File: config.mk
export PLATFORM = sky130hd
export DESIGN_NAME = memory_unit_flat
export DESIGN_NICKNAME = d
export VERILOG_FILES = /design/src/rtl/memory_unit_if.sv /design/src/rtl/memory_unit.sv /design/src/flat_wrapper.sv
export SDC_FILE = /design/constraint.sdc
export NUM_CORES = 1
export LEC_CHECK = 0
export ABC_CLOCK_PERIOD_IN_PS = 1910
export CORE_UTILIZATION = 53
export CTS_CLUSTER_DIAMETER = 30
export DETAILED_ROUTE_END_ITERATION = 8
export PLACE_DENSITY = 0.76
export SETUP_SLACK_MARGIN = 0.1
export SYNTH_ARGS = -nofsm -noshare
export SYNTH_HDL_FRONTEND = slang
export SYNTH_SLANG_ARGS = --single-unit
File: constraint.sdc
create_clock -name clk -period 1.91 [get_ports clk]
set_input_delay 0.2865 -clock clk [delete_from_list [all_inputs] [get_ports clk]]
set_output_delay 0.2865 -clock clk [all_outputs]
set_load 0.05 [all_outputs]
File: src/rtl/memory_unit_if.sv
// Shared-bus and status signals of memory_unit.
// The slave modport is used by memory_unit and the master modport by whatever drives it.
interface memory_unit_if;
    logic [14:0] ctrl;
    logic [7:0]  bus_in;
    logic [7:0]  bus_out;
    logic        bus_oe;
    logic [3:0]  mar_q;
    logic        wr_ack;
    logic [7:0]  wr_count;
    logic        err;

    modport master (
        output ctrl, bus_in,
        input  bus_out, bus_oe, mar_q, wr_ack, wr_count, err
    );

    modport slave (
        input  ctrl, bus_in,
        output bus_out, bus_oe, mar_q, wr_ack, wr_count, err
    );
endinterface

File: src/rtl/memory_unit.sv
// memory_unit: 16x8 RAM behind a MAR/MDR pair that are loaded from the shared bus.
// It also reports write ack/count. Defining MEM_CONFLICT_DET_EN enables the sticky bus-conflict flag.
module memory_unit (
    input  logic          clk,
    input  logic          resetn,
    memory_unit_if.slave  mem
);

    logic [3:0] mar_q, mar_d;
    logic [7:0] mdr_q, mdr_d;
    logic [7:0] ram_q [16];
    logic       wr_ack_q, wr_ack_d;
    logic [7:0] wr_count_q, wr_count_d;
    logic       we;
    logic       oe;

    // Storage only looks at ctrl[11:8]; the other bits feed conflict detection.
    logic unused_ctrl;
    assign unused_ctrl = ^{mem.ctrl[14:12], mem.ctrl[7:0]};

    always_comb begin
        we         = ~mem.ctrl[8];
        mar_d      = mem.ctrl[11] ? mar_q : mem.bus_in[3:0];
        mdr_d      = mem.ctrl[10] ? mdr_q : mem.bus_in;
        wr_ack_d   = we;
        wr_count_d = (we && (wr_count_q != 8'hFF)) ? wr_count_q + 8'd1 : wr_count_q;
    end

    // The write uses the pre-edge MAR/MDR, so a same-edge reload only affects the next access.
    always_ff @(posedge clk) begin
        if (!resetn) begin
            mar_q      <= '0;
            mdr_q      <= '0;
            wr_ack_q   <= 1'b0;
            wr_count_q <= '0;
            for (int unsigned i = 0; i < 16; i++) begin
                ram_q[i] <= '0;
            end
        end else begin
            mar_q      <= mar_d;
            mdr_q      <= mdr_d;
            wr_ack_q   <= wr_ack_d;
            wr_count_q <= wr_count_d;
            if (we) begin
                ram_q[mar_q] <= mdr_q;
            end
        end
    end

    assign oe           = ~mem.ctrl[9];
    assign mem.bus_oe   = oe;
    assign mem.bus_out  = oe ? ram_q[mar_q] : '0;
    assign mem.mar_q    = mar_q;
    assign mem.wr_ack   = wr_ack_q;
    assign mem.wr_count = wr_count_q;

`ifdef MEM_CONFLICT_DET_EN
    logic err_q, err_d;
    logic conflict;

    // Another source is also enabled onto the bus, or a bus load overlaps the read.
    always_comb begin
        conflict = ~mem.ctrl[9] & (mem.ctrl[13] | ~mem.ctrl[6] | mem.ctrl[4] |
                                   mem.ctrl[2] | ~mem.ctrl[11] | ~mem.ctrl[10]);
        err_d    = err_q | conflict;
    end

    always_ff @(posedge clk) begin
        if (!resetn) begin
            err_q <= 1'b0;
        end else begin
            err_q <= err_d;
        end
    end

    assign mem.err = err_q;
`else
    assign mem.err = 1'b0;
`endif

endmodule

File: src/flat_wrapper.sv
// flat-port wrapper written by rule: the top's interface ports become plain ports
module memory_unit_flat 
  (clk, resetn, mem_ctrl, mem_bus_in, mem_bus_out, mem_bus_oe, mem_mar_q, mem_wr_ack, mem_wr_count, mem_err);
  memory_unit_if mem_i ();
  input  logic clk;
  input  logic resetn;
  input wire logic [$bits(mem_i.ctrl)-1:0] mem_ctrl;
  input wire logic [$bits(mem_i.bus_in)-1:0] mem_bus_in;
  output wire logic [$bits(mem_i.bus_out)-1:0] mem_bus_out;
  output wire logic [$bits(mem_i.bus_oe)-1:0] mem_bus_oe;
  output wire logic [$bits(mem_i.mar_q)-1:0] mem_mar_q;
  output wire logic [$bits(mem_i.wr_ack)-1:0] mem_wr_ack;
  output wire logic [$bits(mem_i.wr_count)-1:0] mem_wr_count;
  output wire logic [$bits(mem_i.err)-1:0] mem_err;
  assign mem_i.ctrl = mem_ctrl;
  assign mem_i.bus_in = mem_bus_in;
  assign mem_bus_out = mem_i.bus_out;
  assign mem_bus_oe = mem_i.bus_oe;
  assign mem_mar_q = mem_i.mar_q;
  assign mem_wr_ack = mem_i.wr_ack;
  assign mem_wr_count = mem_i.wr_count;
  assign mem_err = mem_i.err;
  memory_unit u_core (.clk(clk), .resetn(resetn), .mem(mem_i));
endmodule
---- Yosys cells after proc, flatten, opt, wreduce, memory -nomap -nowiden ----
Memories as Yosys holds them, arrays and structs flattened. A register that Yosys moved wholly into a read port is not among the register bits.
Cells that the tools add are included.
word-level totals
  register bits after elaboration ......... 21
  bits in writable memories ............... 128
  input bits .............................. 25
  memories ................................ 1
memory list
  memory        words  width  read ports  clocked after memory_dff  wr ports  RTL line           source
  u_core.ram_q  16     8      1           1                         16        memory_unit.sv:11  logic [7:0] ram_q [16];
operators by class
  add/subtract/negate cells ............... 1
  equality and inequality tests ........... 1
  mux-type cells .......................... 10
  bitwise gates (word level) .............. 2
  reduce and logical (&&, ||, !) cells .... 2
operators with widths
  operator               count
  $mux W8                2
  $mux W4                3
  $add A8 B1 Y8 const B  1
  $ne A8 B8 Y1 const B   1
  $reduce_or A8 Y1       1
  $mux W1                5
  $not A1 Y1             2
  $logic_and A1 B1 Y1    1

---- Depth between registers and ports, before layout ----
  depth in word-level cells ............... 5
  mapped depth ............................ 7
  depth with buffers taken out ............ 5

---- Worst setup path after synthesis ----
No wires, ideal clock.
  path kind ............................... register -> register
  start ................................... reg u_core.mar_q[3] (netlist: u_core.mem.mar_q[3])
  end ..................................... mem u_core.ram_q[3][0] (enable)
  setup time .............................. 384 ps
  data arrival time ....................... 1,879 ps
  data required time ...................... 1,526 ps
  slack ................................... -353 ps
  cell stages (with the launch flop) ...... 4
  path buffers ............................ 1
  clock period less this slack ............ 2,263 ps
  path through ............................ dfxtp_1 or4_1 buf_2 o21ai_0
RTL lines
  item                    RTL line           source
  from (decl)             memory_unit.sv:9   logic [3:0] mar_q, mar_d;
  from (signal assigned)  memory_unit.sv:40  mar_q <= mar_d;
  to (decl)               memory_unit.sv:11

==> impl_results.md <==
* Peak supply drop at 0.617 mV
* Root Driver: clkbuf_16
* Slew HR at 51.4%
* Starting Density at 54.7%
* Sink Count at 153
* Mean Syn Cell Area at 14.5 sq um
* Cell variety after synth at 47
* Setup-failing EPs final at 8
* Met3 usage at 5.76%
* Diode count at 0
* Die area at 13,500 sq um
* Peak fanout along the critical path at 7
* Total power at 8180 uW
* Total Routing Usage GR at 24.5%
* Flops & latches, synth at 153
* H-tree depth at 4
* Drc violations at 0
* Final Skew at 0.00754 ns
* Die width at 116 um
* WHS at 0.485 ns
* Yosys warns at 0
* Hold Buf Count CTS at 0
* Fin Setup TNS at -4.53 ns
* Share of cells above drive strength 1 at 30.0%
* CTS tree: done
* CTS clk-pin slew, worst paths at 0.06 ns
* Gpl congestion at 0.792
* Row cnt at 41
* Fin. max-slew vios at 0
* Power per cell area at 930 nW/um^2
* DP Area at 8020 sq um
* Final setup margin at -0.623 ns
* Leak Pwr at 0.00330 uW
* GRT met1 Usage at 32.4%
* Crit-path most repeated cell: buf_12
* FF-to-FF Start: u_core.mem.mar_q[2]
* Critical path's largest stage delay at 0.40 ns
* Synth top area cells: edfxtp_1 55%, and2_1 12%, mux4_2 7.5%, dfxtp_1 7.2%, mux2i_1 4.0%
* HP Class: input port to flop
* Post-synthesis sequential area ratio at 62.6%
* Global-route wire length before repair at 23,500 um
* Final wirelength at 15,300 um
* Sw frac at 22.8%
* Tmin final at 2.53 ns
* Vias in the first global route at 4,228
* Total grt overflow at 0
* Routed WL per cell at 20.5 um
* Initial antenna violation count at 0
* Vias/cell at 5.62
* Clock power frac at 42.9%
* Post-route cell area at 8800 sq um
* Detail Route Antenna Nets at 0
* Longest Clk Path Bufs at 2
* Reg power frac at 47.1%
* Gr busiest metal: met2
* Area leader, netlist: edfxtp_1
* WP data arrival at 2.25 ns
* Nets at 586
* Peak Freq at 0.395 GHz
* CP Capture Type: primary output
* Final hold viol count at 0
* Worst Tran Pin Value at 0.729 ns
* Met2 usage at 39.8%
* DRT iter0 DRCs at 242
* Synthesized net count at 503
* Hold Startpoint: mem_bus_in[7]
* Pint at 6320 uW
* Detailed Routing Iterations Pass 1 at 5
* RSZ-0062 raised after global routing: yes
* CP Data Required Time at 1.62 ns
* Max_cap viols at 0
* Crit path kind: flop to primary output
* Post-Synthesis Cells at 477
* Vias post-DR at 4,188
* Crit-path cells: buf_12, buf_12, mux2i_2, a22oi_2, a22o_1, a221o_2, buf_6
* Period utilisation layout at 133%
* Worst Setup Start Kind: flop
* Failing checks: setup timing
* Chip height at 116 um
* Synthesis-to-layout area growth at 26.9%
* Worst-Skew Late Latency at 0.42 ns
* CTS Buf Count at 17
* Maximum number of pins on one net before global-route repair at 19
* Combinational share of power at 10.0%
* Detail Placement HPWL at 10,600 um
* Number of I/O pins at 48
* Post-Route Utilization at 69.4%
* Net load switching power at 1860 uW
* Synthesized area at 6940 sq um
* Top cell type's share of synthesized area at 55.4%
* Port buffer count at 35
* Status: complete, but fails checks
* Critical-path top delay cell: a221o_2
* Core box area at 12,700 sq um
[power groups by stage]
stage | logic [uW] | registers [uW] | clock network, uW
CTS | 790 | 3850 | 3530
finish | 820 | 3850 | 3510
global route | 864 | 3870 | 3660
floorplan | 468 | 3880 | 0
detailed placement | 779 | 3920 | 0
global placement | 766 | 3910 | 0
[synth_stat cells, drive strengths merged]
cell and instances:
and2 129, edfxtp 128, nor2 32, mux4 29, mux2i 28, dfxtp 25, clkbuf 16, o21ai 14
buf 11, nand2b 6, nand2 5, nor3 5, o22ai 5, xnor2 4, a221o 3, a22o 3
and3 3, inv 3, nand3 3, nand3b 3, nor2b 3, a211oi 2, a21oi 2, a22oi 2
nand4b 2, a2111oi 1, a21bo 1, a31oi 1, a41oi 1, and2b 1, and4 1, conb 1
ha 1, or2 1, or2b 1, or4 1
[through the flow]
stage	worst slack, ns	std cells
3_5_place_dp	-0.294	710
5_1_grt	-0.672	745
4_1_cts	-0.637	742
6_report	-0.623	745
3_3_place_gp	-0.250	710
2_1_floorplan	0.0139	477
[placed cells by master, fill, tap and decap left out, drive strengths merged, types with 3 or more instances in the layout]
master,n
and2,129
edfxtp,128
buf,64
nor2,32
mux4,29
mux2i,28
dfxtp,25
clkbuf,19
o21ai,14
clkdlybuf4s50,13
dlygate4sd2,12
clkinv,7
nand2b,6
nand2,5
nor3,5
o22ai,5
xnor2,4
bufinv,4
inv,4
nor2b,3
a22o,3
a221o,3
nand3b,3
nand3,3
clkinvlp,3
and3,3
[registers in the layout, indices dropped and copies added (netlist names), named ones only]
signal and count:
u_core.mdr_q 8, u_core.mem.mar_q 4, u_core.mem.wr_ack 1, u_core.mem.wr_count 8
u_core.ram_q 128
[worst max-delay path, delay by kind of cell (launching register included)]
kind,cells,cell delay (ns)
compound gates,3,0.77
buf+inv,3,0.45
flops,1,0.39
mux,1,0.22
[layout make-up]
class                      count  area [sq um]
clock buffer                  17           425
clock inverter                15           200
fill                         830          3870
inverter                       3          11.3
multi-input combinational    294          2610
sequential                   153          4360
tap                          172           215
timing repair buffer          91           983
[layer usage]
layer / share of wire (%) / vias to the layer above / wire length [um]
li1: - / 1933 / -
met1: 43 / 2090 / 6560
met2: 49 / 146 / 7530
met3: 6.2 / 19 / 951
met4: 1.6 / 0 / 238
met5: 0 / - / 0
[cells by family after synthesis]
| logic type | share of synthesized area (%) |
|---|---|
| buffers and inverters | 2.72 |
| multiplexers | 13.8 |
| adder cells (fa/ha/maj) | 0.180 |
| AND/OR/NAND/NOR | 16.8 |
| flip-flops | 62.6 |
| XOR/XNOR | 0.505 |
| other | 0.0541 |
| AO/OA/AOI/OAI | 3.34 |
[worst paths after layout]
kind,to,slack [ns],depth (start not counted)
worst max-delay path,mem_bus_out[5],-0.62,7
worst min-delay path,u_core.mdr_q[7],0.49,3
worst max register to register,u_core.ram_q[0][7],0.25,3
worst min register to register,u_core.mem.wr_count[1],0.51,2
[repair_timing]
action,CTS,global route
cloned,0,2
setup endpoints to repair,20,31
setup buffers,0,1
pin swaps,0,1
resized for setup,19,19
Power figures use the tool's default switching activity.
